$ cat src/rtl/ir_queue_if.sv
// Fetch-to-decode instruction queue bus: the fetch side offers words with PCs,
// and the decode side takes the head entry already split into MIPS fields.
interface ir_queue_if #(
  parameter int WORD_WIDTH = 32,
  parameter int PC_WIDTH   = 32,
  parameter int DEPTH      = 4
);
  localparam int CW = $clog2(DEPTH + 1);

  // Handshake: a beat transfers on a rising edge where valid && ready. Valid
  // never depends on ready. The queue's in_ready and out_valid come from
  // registers only. flush beats any transfer in the same cycle.
  logic                  flush;
  logic                  in_valid;
  logic                  in_ready;
  logic [WORD_WIDTH-1:0] in_instr;
  logic [PC_WIDTH-1:0]   in_pc;
  logic                  out_valid;
  logic                  out_ready;
  logic [WORD_WIDTH-1:0] out_instr;
  logic [PC_WIDTH-1:0]   out_pc;
  logic [5:0]            op;
  logic [4:0]            rs;
  logic [4:0]            rt;
  logic [4:0]            rd;
  logic [4:0]            shamt;
  logic [5:0]            funct;
  logic [15:0]           imm16;
  logic [25:0]           addr26;
  logic [CW-1:0]         count;

  modport master (
    output flush, in_valid, in_instr, in_pc, out_ready,
    input  in_ready, out_valid, out_instr, out_pc, op, rs, rt, rd, shamt,
           funct, imm16, addr26, count
  );

  modport slave (
    input  flush, in_valid, in_instr, in_pc, out_ready,
    output in_ready, out_valid, out_instr, out_pc, op, rs, rt, rd, shamt,
           funct, imm16, addr26, count
  );
endinterface

$ cat src/rtl/ir_queue.sv
// Instruction register queue between fetch and decode. It is a circular buffer
// that holds instructions with their PCs and presents the head already decoded into fields.
module ir_queue #(
  parameter int WORD_WIDTH = 32,
  parameter int PC_WIDTH   = 32,
  parameter int DEPTH      = 4
) (
  input logic        CLK,
  input logic        RST_n,
  ir_queue_if.slave  q
);
  localparam int AW = $clog2(DEPTH);
  localparam int CW = $clog2(DEPTH + 1);

  logic [WORD_WIDTH-1:0] instr_mem [DEPTH];
  logic [PC_WIDTH-1:0]   pc_mem    [DEPTH];
  logic [AW-1:0]         wr_ptr;
  logic [AW-1:0]         rd_ptr;
  logic [CW-1:0]         count_r;
  logic                  full;
  logic                  empty;
  logic                  push;
  logic                  pop;
  logic [WORD_WIDTH-1:0] head_instr;
  logic [PC_WIDTH-1:0]   head_pc;

  assign full  = (count_r == CW'(DEPTH));
  assign empty = (count_r == '0);
  assign push  = q.in_valid & ~full;
  assign pop   = ~empty & q.out_ready;

  // Pointers wrap for free because DEPTH is a power of two.
  always_ff @(posedge CLK) begin
    if (!RST_n || q.flush) begin
      wr_ptr  <= '0;
      rd_ptr  <= '0;
      count_r <= '0;
    end else begin
      if (push) wr_ptr <= wr_ptr + AW'(1);
      if (pop)  rd_ptr <= rd_ptr + AW'(1);
      case ({push, pop})
        2'b10:   count_r <= count_r + CW'(1);
        2'b01:   count_r <= count_r - CW'(1);
        default: count_r <= count_r;
      endcase
    end
  end

  // Storage is never reset. Only entries between rd_ptr and wr_ptr are visible.
  always_ff @(posedge CLK) begin
    if (RST_n && !q.flush && push) begin
      instr_mem[wr_ptr] <= q.in_instr;
      pc_mem[wr_ptr]    <= q.in_pc;
    end
  end

  // Mask the head when empty, so decode never sees a stale entry.
  assign head_instr = empty ? '0 : instr_mem[rd_ptr];
  assign head_pc    = empty ? '0 : pc_mem[rd_ptr];

  assign q.in_ready  = ~full;
  assign q.out_valid = ~empty;
  assign q.count     = count_r;
  assign q.out_instr = head_instr;
  assign q.out_pc    = head_pc;
  assign q.op        = head_instr[31:26];
  assign q.rs        = head_instr[25:21];
  assign q.rt        = head_instr[20:16];
  assign q.rd        = head_instr[15:11];
  assign q.shamt     = head_instr[10:6];
  assign q.funct     = head_instr[5:0];
  assign q.imm16     = head_instr[15:0];
  assign q.addr26    = head_instr[25:0];
endmodule
$ cat src/flat_wrapper.sv
// flat-port wrapper written by rule: the top's interface ports become plain ports
module ir_queue_flat 
#(
  parameter int WORD_WIDTH = 32,
  parameter int PC_WIDTH   = 32,
  parameter int DEPTH      = 4
)
  (CLK, RST_n, q_flush, q_in_valid, q_in_instr, q_in_pc, q_out_ready, q_in_ready, q_out_valid, q_out_instr, q_out_pc, q_op, q_rs, q_rt, q_rd, q_shamt, q_funct, q_imm16, q_addr26, q_count);
  ir_queue_if #(.WORD_WIDTH(WORD_WIDTH), .PC_WIDTH(PC_WIDTH), .DEPTH(DEPTH)) q_i ();
  input logic CLK;
  input logic RST_n;
  input wire logic [$bits(q_i.flush)-1:0] q_flush;
  input wire logic [$bits(q_i.in_valid)-1:0] q_in_valid;
  input wire logic [$bits(q_i.in_instr)-1:0] q_in_instr;
  input wire logic [$bits(q_i.in_pc)-1:0] q_in_pc;
  input wire logic [$bits(q_i.out_ready)-1:0] q_out_ready;
  output wire logic [$bits(q_i.in_ready)-1:0] q_in_ready;
  output wire logic [$bits(q_i.out_valid)-1:0] q_out_valid;
  output wire logic [$bits(q_i.out_instr)-1:0] q_out_instr;
  output wire logic [$bits(q_i.out_pc)-1:0] q_out_pc;
  output wire logic [$bits(q_i.op)-1:0] q_op;
  output wire logic [$bits(q_i.rs)-1:0] q_rs;
  output wire logic [$bits(q_i.rt)-1:0] q_rt;
  output wire logic [$bits(q_i.rd)-1:0] q_rd;
  output wire logic [$bits(q_i.shamt)-1:0] q_shamt;
  output wire logic [$bits(q_i.funct)-1:0] q_funct;
  output wire logic [$bits(q_i.imm16)-1:0] q_imm16;
  output wire logic [$bits(q_i.addr26)-1:0] q_addr26;
  output wire logic [$bits(q_i.count)-1:0] q_count;
  assign q_i.flush = q_flush;
  assign q_i.in_valid = q_in_valid;
  assign q_i.in_instr = q_in_instr;
  assign q_i.in_pc = q_in_pc;
  assign q_i.out_ready = q_out_ready;
  assign q_in_ready = q_i.in_ready;
  assign q_out_valid = q_i.out_valid;
  assign q_out_instr = q_i.out_instr;
  assign q_out_pc = q_i.out_pc;
  assign q_op = q_i.op;
  assign q_rs = q_i.rs;
  assign q_rt = q_i.rt;
  assign q_rd = q_i.rd;
  assign q_shamt = q_i.shamt;
  assign q_funct = q_i.funct;
  assign q_imm16 = q_i.imm16;
  assign q_addr26 = q_i.addr26;
  assign q_count = q_i.count;
  ir_queue #(.WORD_WIDTH(WORD_WIDTH), .PC_WIDTH(PC_WIDTH), .DEPTH(DEPTH)) u_core (.CLK(CLK), .RST_n(RST_n), .q(q_i));
endmodule
$ cat config.mk
export PLATFORM = sky130hd
export DESIGN_NAME = ir_queue_flat
export DESIGN_NICKNAME = d
export VERILOG_FILES = /design/src/rtl/ir_queue_if.sv /design/src/rtl/ir_queue.sv /design/src/flat_wrapper.sv
export SDC_FILE = /design/constraint.sdc
export NUM_CORES = 1
export LEC_CHECK = 0
export BUFFER_PORTS_ARGS = -buffer_cell sky130_fd_sc_hd__buf_2
export CORE_ASPECT_RATIO = 0.7
export CORE_MARGIN = 2
export CORE_UTILIZATION = 55
export CTS_CLUSTER_SIZE = 40
export DETAILED_ROUTE_END_ITERATION = 8
export MAX_ROUTING_LAYER = met4
export PLACE_DENSITY_LB_ADDON = 0.2
export SYNTH_ARGS = -nofsm -noshare
export SYNTH_HDL_FRONTEND = slang
export SYNTH_SLANG_ARGS = --single-unit
$ cat constraint.sdc
create_clock -name CLK -period 6.02 [get_ports CLK]
set_input_delay 1.204 -clock CLK [delete_from_list [all_inputs] [get_ports CLK]]
set_output_delay 1.204 -clock CLK [all_outputs]
set_load 0.1 [all_outputs]
==> results of run 1 <==
-- cell usage after synthesis (5+ instances only) --
| master | count |
|---|---|
| ha_1 | 5 |
| nor2_1 | 6 |
| and2_1 | 64 |
| buf_12 | 6 |
| dfxtp_1 | 9 |
| inv_1 | 7 |
| mux4_2 | 60 |
| buf_2 | 6 |
| edfxtp_1 | 256 |
| clkbuf_1 | 7 |
| buf_4 | 74 |
-- worst max path at each step --
stage	start	slack (ps)	cells past startpoint	endpoint
floorplan	u_core.q.count[0]	1250	4	q_out_instr[22]
global placement	flop	2470	4	q_addr26[16]
detailed placement	flop	2460	4	q_rd[1]
CTS	flop	1890	4	q_imm16[15]
global route	flop	1790	4	q_out_instr[17]
finish	flop	2020	4	q_imm16[15]
-- routing by layer --
metal,GRT usage [%],wire length (um)
met1,25.7,8110
met2,30.2,9010
met5,-,0
met4,4.08,316
met3,4.01,1370
-- logic make-up after synthesis --
kind of cell             count (synthesis)  share of synthesized area [%]
XOR/XNOR                                 4                          0.325
flip-flops                             265                           73.1
adder cells (fa/ha/maj)                  6                          0.767
multiplexers                            64                           13.5
buffers and inverters                  102                           7.19
AND/OR/NAND/NOR                         83                           4.73
AO/OA/AOI/OAI                            7                          0.407
-- power breakdown --
part,leakage (nW),internal (mW),switching (mW)
Clock,0.400,0.932,0.640
Combinational,1.69,0.0935,0.518
Sequential,2.39,2.04,0.00800
-- per-stage QoR --
stage	hold slack (ps)	setup slack (ps)
after floorplan	470	1250
after global placement	482	2470
after detailed placement	508	2460
after CTS	515	1890
after global routing	551	1790
final	519	2020
-- registers in the layout, indices dropped and copies added, names as in the netlist, named ones only --
signal / count
u_core.instr_mem: 128
u_core.pc_mem: 128
u_core.q.count: 3
u_core.rd_ptr: 2
u_core.wr_ptr: 2
-- worst max-delay path, stage by stage (launching register included) --
cell     delay [ps]
dfxtp_4         610
buf_4           550
mux4_2          570
and2_1          210
buf_2           310
-- area by class of cell --
type	count	area, um2
clock buffers	28	637
clock inverters	18	190
multi-input cells	164	2150
flip-flops and latches	265	7880
inverters	7	26.3
fillers	1315	6740
well taps	264	330
diodes	3	7.51
repair buffers	213	1070
-- layout by cell type, fill, tap and decap left out --
cell	n
a21oi_1	2
and2_1	64
and2_4	1
and3_4	4
buf_2	211
buf_4	2
bufinv_16	4
clkbuf_1	3
clkbuf_16	25
clkinv_1	7
clkinv_2	4
clkinvlp_4	2
dfxtp_1	7
dfxtp_4	2
diode_2	3
edfxtp_1	256
fa_1	1
ha_1	5
inv_1	7
inv_6	1
mux4_1	4
mux4_2	60
nand2_1	1
nand2b_1	1
nand4_1	2
nor2_1	6
nor2b_1	1
o21ai_0	2
o311ai_0	1
o31ai_1	2
or3_1	1
or3_2	1
or3b_4	1
xor2_1	4
==> qor.yml, run 1 <==
cts:
  clkTransAtPathRegs_ps: 60
  htreeDepth: 1
  cts_resized: 0
  ctsRootBufferMaster: "clkbuf_16"
  post-cts-setup-buffers: 0
  cts_buffer_depth: 3
  clk_latency_ps: 520
  cts_tree: "yes"
  cts_buffers: 25
  cts.sinks: 265
  ctsHoldBuffers: 0
floorplan:
  io_pins: 212
  die_area_um2: 20700
  fp.dieH_um: 121
  rows: 42
  start_util_pct: 56.6
  design.core.area_um2: 19000
  die_w_um: 171
global_route:
  grt_overflow: 0
  antenna_found_initial: 3
  grt_pass1_wl_um: 28400
  grt_util_all_layers_pct: 18.9
  grt_pass1_vias: 5147
  grt_start_max_net_pins: 66
synthesis:
  syn_nets: 606
  syn_area_um2: 10800
  ys_seq_area_share_pct: 73.1
  synth_cells: 531
  async_flop_share_pct: 0
  syn_area_per_cell_um2: 20.3
  synth.area.top_cells: "edfxtp_1, mux4_2, buf_4"
  synth_top_flop_cell: "edfxtp_1"
  synth_seq_cells: 265
  yosysUniqueCellTypes: 28
  synth_edf_count: 256
  synth_top_area_share_pct: 71.4
  yosys.area.top_type: "edfxtp_1"
  ys.warnings.count: 0
worst_setup_path:
  worst_ep_required_time_ps: 4820
  critPathKind: "reg -> out"
  crit_fanout: 27
  r2r_slack_ps: 3650
  arrival_ps: 2800
  cp-start-kind: "flop"
  crit_path_end_kind: "primary output"
  reg2reg_depth: 9
  r2r-end: "u_core.q.count[2]"
  r2r-start: "u_core.q.count[2]"
layout:
  final_cell_count_no_fill: 962
  fin_area_um2: 12300
  utilization_pct: 64.6
  final_nets: 751
  drive_gt1_share_pct: 45.8
  area_growth_pct: 14.1
timing:
  fin_setup_tns_ps: 0
  finalCritPeriodShare_pct: 66.5
  relSlewSlack_pct: 24.4
  finalHoldViolCount: 0
  rsz0062_at_grt: "no"
  worstMarginPinSlew_ps: 1130
  post-route-min-period_ps: 4000
  setup_violations: 0
  finClkSkew_ps: 19.1
  max_clock_freq_ghz: 0.250
  finalMaxSlewViolations: 0
detailed_routing:
  drc: 0
  viasPerCell: 5.33
  wl_um: 18800
  vias: 5131
  wl_per_cell_um: 19.5
  antenna_left: 0
  drt_first_iter_violations: 454
  drtPass1Iterations: 4
flow_run:
  cap_violations: 0
power_and_ir_drop:
  power_mw: 4.23
  ir_drop_v: 0.000276
  leakagePower_nw: 4.48
  p_per_area_nw_per_um2: 344
place:
  place_inst: 913
  dpl_cell_area_um2: 11500
  io_buffers: 211
  dp_hpwl_um: 10800
  place_congestion: 0.742
min_path:
  hold_depth: 2
  hold-path-endpoint: "u_core.wr_ptr[0]"
  worstHoldPathType: "reg -> reg"
  min_from: "u_core.wr_ptr[0]"
outcome:
  status: "finished clean"
Power figures use the tool's default switching activity.
==> run 2, diff against run 1 <==
--- a/config.mk
+++ b/config.mk
@@ -5,6 +5,7 @@
 export SDC_FILE = /design/constraint.sdc
 export NUM_CORES = 1
 export LEC_CHECK = 0
+export ABC_AREA = 1
 export BUFFER_PORTS_ARGS = -buffer_cell sky130_fd_sc_hd__buf_2
 export CORE_ASPECT_RATIO = 0.7
 export CORE_MARGIN = 2
==> constraint.sdc (replaced) <==
create_clock -name CLK -period 4 [get_ports CLK]
set_input_delay 0.8 -clock CLK [delete_from_list [all_inputs] [get_ports CLK]]
set_output_delay 0.8 -clock CLK [all_outputs]
set_load 0.1 [all_outputs]
==> qor.yml, run 2 <==
synthesis:
  synth_compound_area_share_pct: 9.05
  synth_cells: 902
  syn_area_per_cell_um2: 12.2
  syn_area_um2: 11000
  yosys-top-cells-count: "nor2_1, edfxtp_1, o21ai_0"
  synth_edf_count: 256
  synth_top_flop_cell: "edfxtp_1"
  post-synth-top-count-cell: "nor2_1"
  yosys.area_share.simple_pct: 10.0
  yosys.area.top_type: "edfxtp_1"
  synth_xor_area_share_pct: 0
  synth_seq_cells: 265
  ys_seq_area_share_pct: 71.7
  ys.warnings.count: 0
  async_flop_share_pct: 0
  yosys.area_share.adder_pct: 0.752
  synth_mux_area_share_pct: 0
  synth_top_family_by_area: "simple AND/OR/NAND/NOR gates"
  synth_top_area_share_pct: 70.0
  yosysUniqueCellTypes: 19
  syn_nets: 977
  synth.area.top_cells: "edfxtp_1, nor2_1, o21ai_0"
layout:
  final_cell_mix: "nor2_1, edfxtp_1, buf_2"
  area_growth_pct: 20.0
  regArea_um2: 7870
  fillers: 1455
  fin_area_um2: 13200
  final_common_cell: "nor2_1"
  drive_gt1_share_pct: 31.9
  final_nets: 1111
  multi_input_area_um2: 2770
  utilization_pct: 66.9
detailed_routing:
  wl_per_cell_um: 17.0
  wl_met3_um: 1520
  met1Wirelength_um: 10300
  viasPerCell: 5.21
  drc: 0
  wl_met2_um: 10400
  antenna_left: 0
  route.top_layer_used: "met4"
  drt_first_iter_violations: 440
  vias: 6903
  wl_um: 22500
  drtPass1Iterations: 5
worst_setup_path:
  r2r_slack_ps: 1530
  cp_top_family: "buffers and inverters"
  r2r-end: "u_core.instr_mem[2][4]"
  reg2reg_depth: 5
  worst_ep_required_time_ps: 3200
  crit_path_end_kind: "primary output"
  cp-start-kind: "flop"
  max_stage_delay_ps: 570
  critPathKind: "reg -> out"
  crit_buf_inv: 2
  arrival_ps: 2770
  slowest_stage: "dfxtp_4"
  r2r-start: "u_core.q.count[1]"
  worst_path_most_repeated_cell: "nor2_1"
  crit_fanout: 57
  cp_cell_sequence: "buf_4 -> nor2_1 -> nor2_1 -> o21ai_0 -> a21oi_4 -> buf_2"
place:
  io_buffers: 211
  dp_hpwl_um: 13200
  place_congestion: 0.738
  dpl_cell_area_um2: 12300
timing:
  whs_ps: 493
  finalHoldViolCount: 0
  relSlewSlack_pct: 50.9
  finalMaxSlewViolations: 0
  worstMarginPinSlew_ps: 737
  finClkSkew_ps: 6.54
  finalCritPeriodShare_pct: 89.2
  max_clock_freq_ghz: 0.280
  rsz0062_at_grt: "no"
  fin_setup_tns_ps: 0
  setup_violations: 0
  post-route-min-period_ps: 3570
cts:
  ctsRootBufferMaster: "clkbuf_16"
  cts.sinks: 265
  clkTransAtPathRegs_ps: 60
  htreeDepth: 1
  cts_tree: "yes"
  cts_buffer_depth: 3
  cts_buffers: 25
  clk_latency_ps: 510
power_and_ir_drop:
  p_per_area_nw_per_um2: 515
  power_mw: 6.78
  ir_drop_v: 0.000307
  leakagePower_nw: 4.87
min_path:
  hold_depth: 2
  worstHoldPathType: "reg -> reg"
  min_from: "u_core.rd_ptr[1]"
floorplan:
  start_util_pct: 55.7
  fp.dieH_um: 122
  die_area_um2: 21100
  io_pins: 212
  design.core.area_um2: 19700
  rows: 43
  die_w_um: 173
global_route:
  grt_start_max_net_pins: 65
  grt_util_all_layers_pct: 21.7
  grt_pass1_vias: 6388
  antenna_found_initial: 3
  grt_overflow: 0
  grt_pass1_wl_um: 34600
outcome:
  status: "finished clean"
flow_run:
  cap_violations: 0
run 2: cell count changes after synthesis, sizes merged, moves of 6 or more:
| cell | before | now |
|---|---|---|
| a21oi | 2 | 67 |
| mux4 | 64 | 0 |
| o21ai | 2 | 130 |
| buf | 87 | 107 |
| nand2 | 1 | 15 |
| clkbuf | 8 | 14 |
| and2 | 65 | 0 |
| nor2 | 6 | 271 |
| inv | 7 | 21 |
run 2: layout make-up:
cell class,instances,share of cell area [%]
Clock buffer,32,4.95
Tap cell,270,2.57
Antenna cell,3,0.0570
Timing Repair Buffer,228,9.66
Inverter,21,0.656
Clock inverter,11,1.26
Sequential cell,265,59.8
Multi-Input combinational cell,495,21.0
run 2: worst max-delay path by stage:
stage | start | end | slack, ps | cells past startpoint
final | flop | q_out_pc[7] | 430 | 6
after global routing | flop | q_out_pc[7] | 290 | 6
after CTS | flop | q_imm16[11] | 200 | 5
after detailed placement | flop | q_imm16[11] | 730 | 5
after global placement | flop | q_imm16[11] | 800 | 5
after floorplan | u_core.q.count[0] | u_core.instr_mem[0][0] | -810 | 4
run 2: metrics by stage:
stage	setup WS, ps	cells
2_1_floorplan	-811	902
3_3_place_gp	798	1279
3_5_place_dp	733	1279
4_1_cts	200	1322
5_1_grt	292	1325
6_report	430	1325
run 2: cell families after synthesis:
logic type / Yosys count
flip-flops: 265
AND/OR/NAND/NOR: 291
AO/OA/AOI/OAI: 198
buffers and inverters: 142
adder cells (fa/ha/maj): 6
run 2: metal layers:
layer | vias to the layer above | GRT usage [%]
li1 | 3331 | -
met2 | 235 | 35.0
met5 | - | -
met4 | 0 | 4.13
met1 | 3311 | 29.5
met3 | 26 | 4.06
run 2: report_power, final:
group          leakage [nW]  switching, mW  internal [mW]
clock                 0.391          0.953           1.41
combinational          2.10           1.15          0.182
sequential             2.39         0.0122           3.08
run 2: worst min-delay path, stage by stage, from the launching register on:
cell	delay (ps)
dfxtp_1	320
nand2_1	70
a21oi_1	60
run 2: what timing repair did:
action | 4_1_cts | 5_1_grt
gates resized for setup | 0 | 1
setup buffers | 0 | 0
hold buffers | 0 | 0
endpoints found under the setup margin | 0 | 4
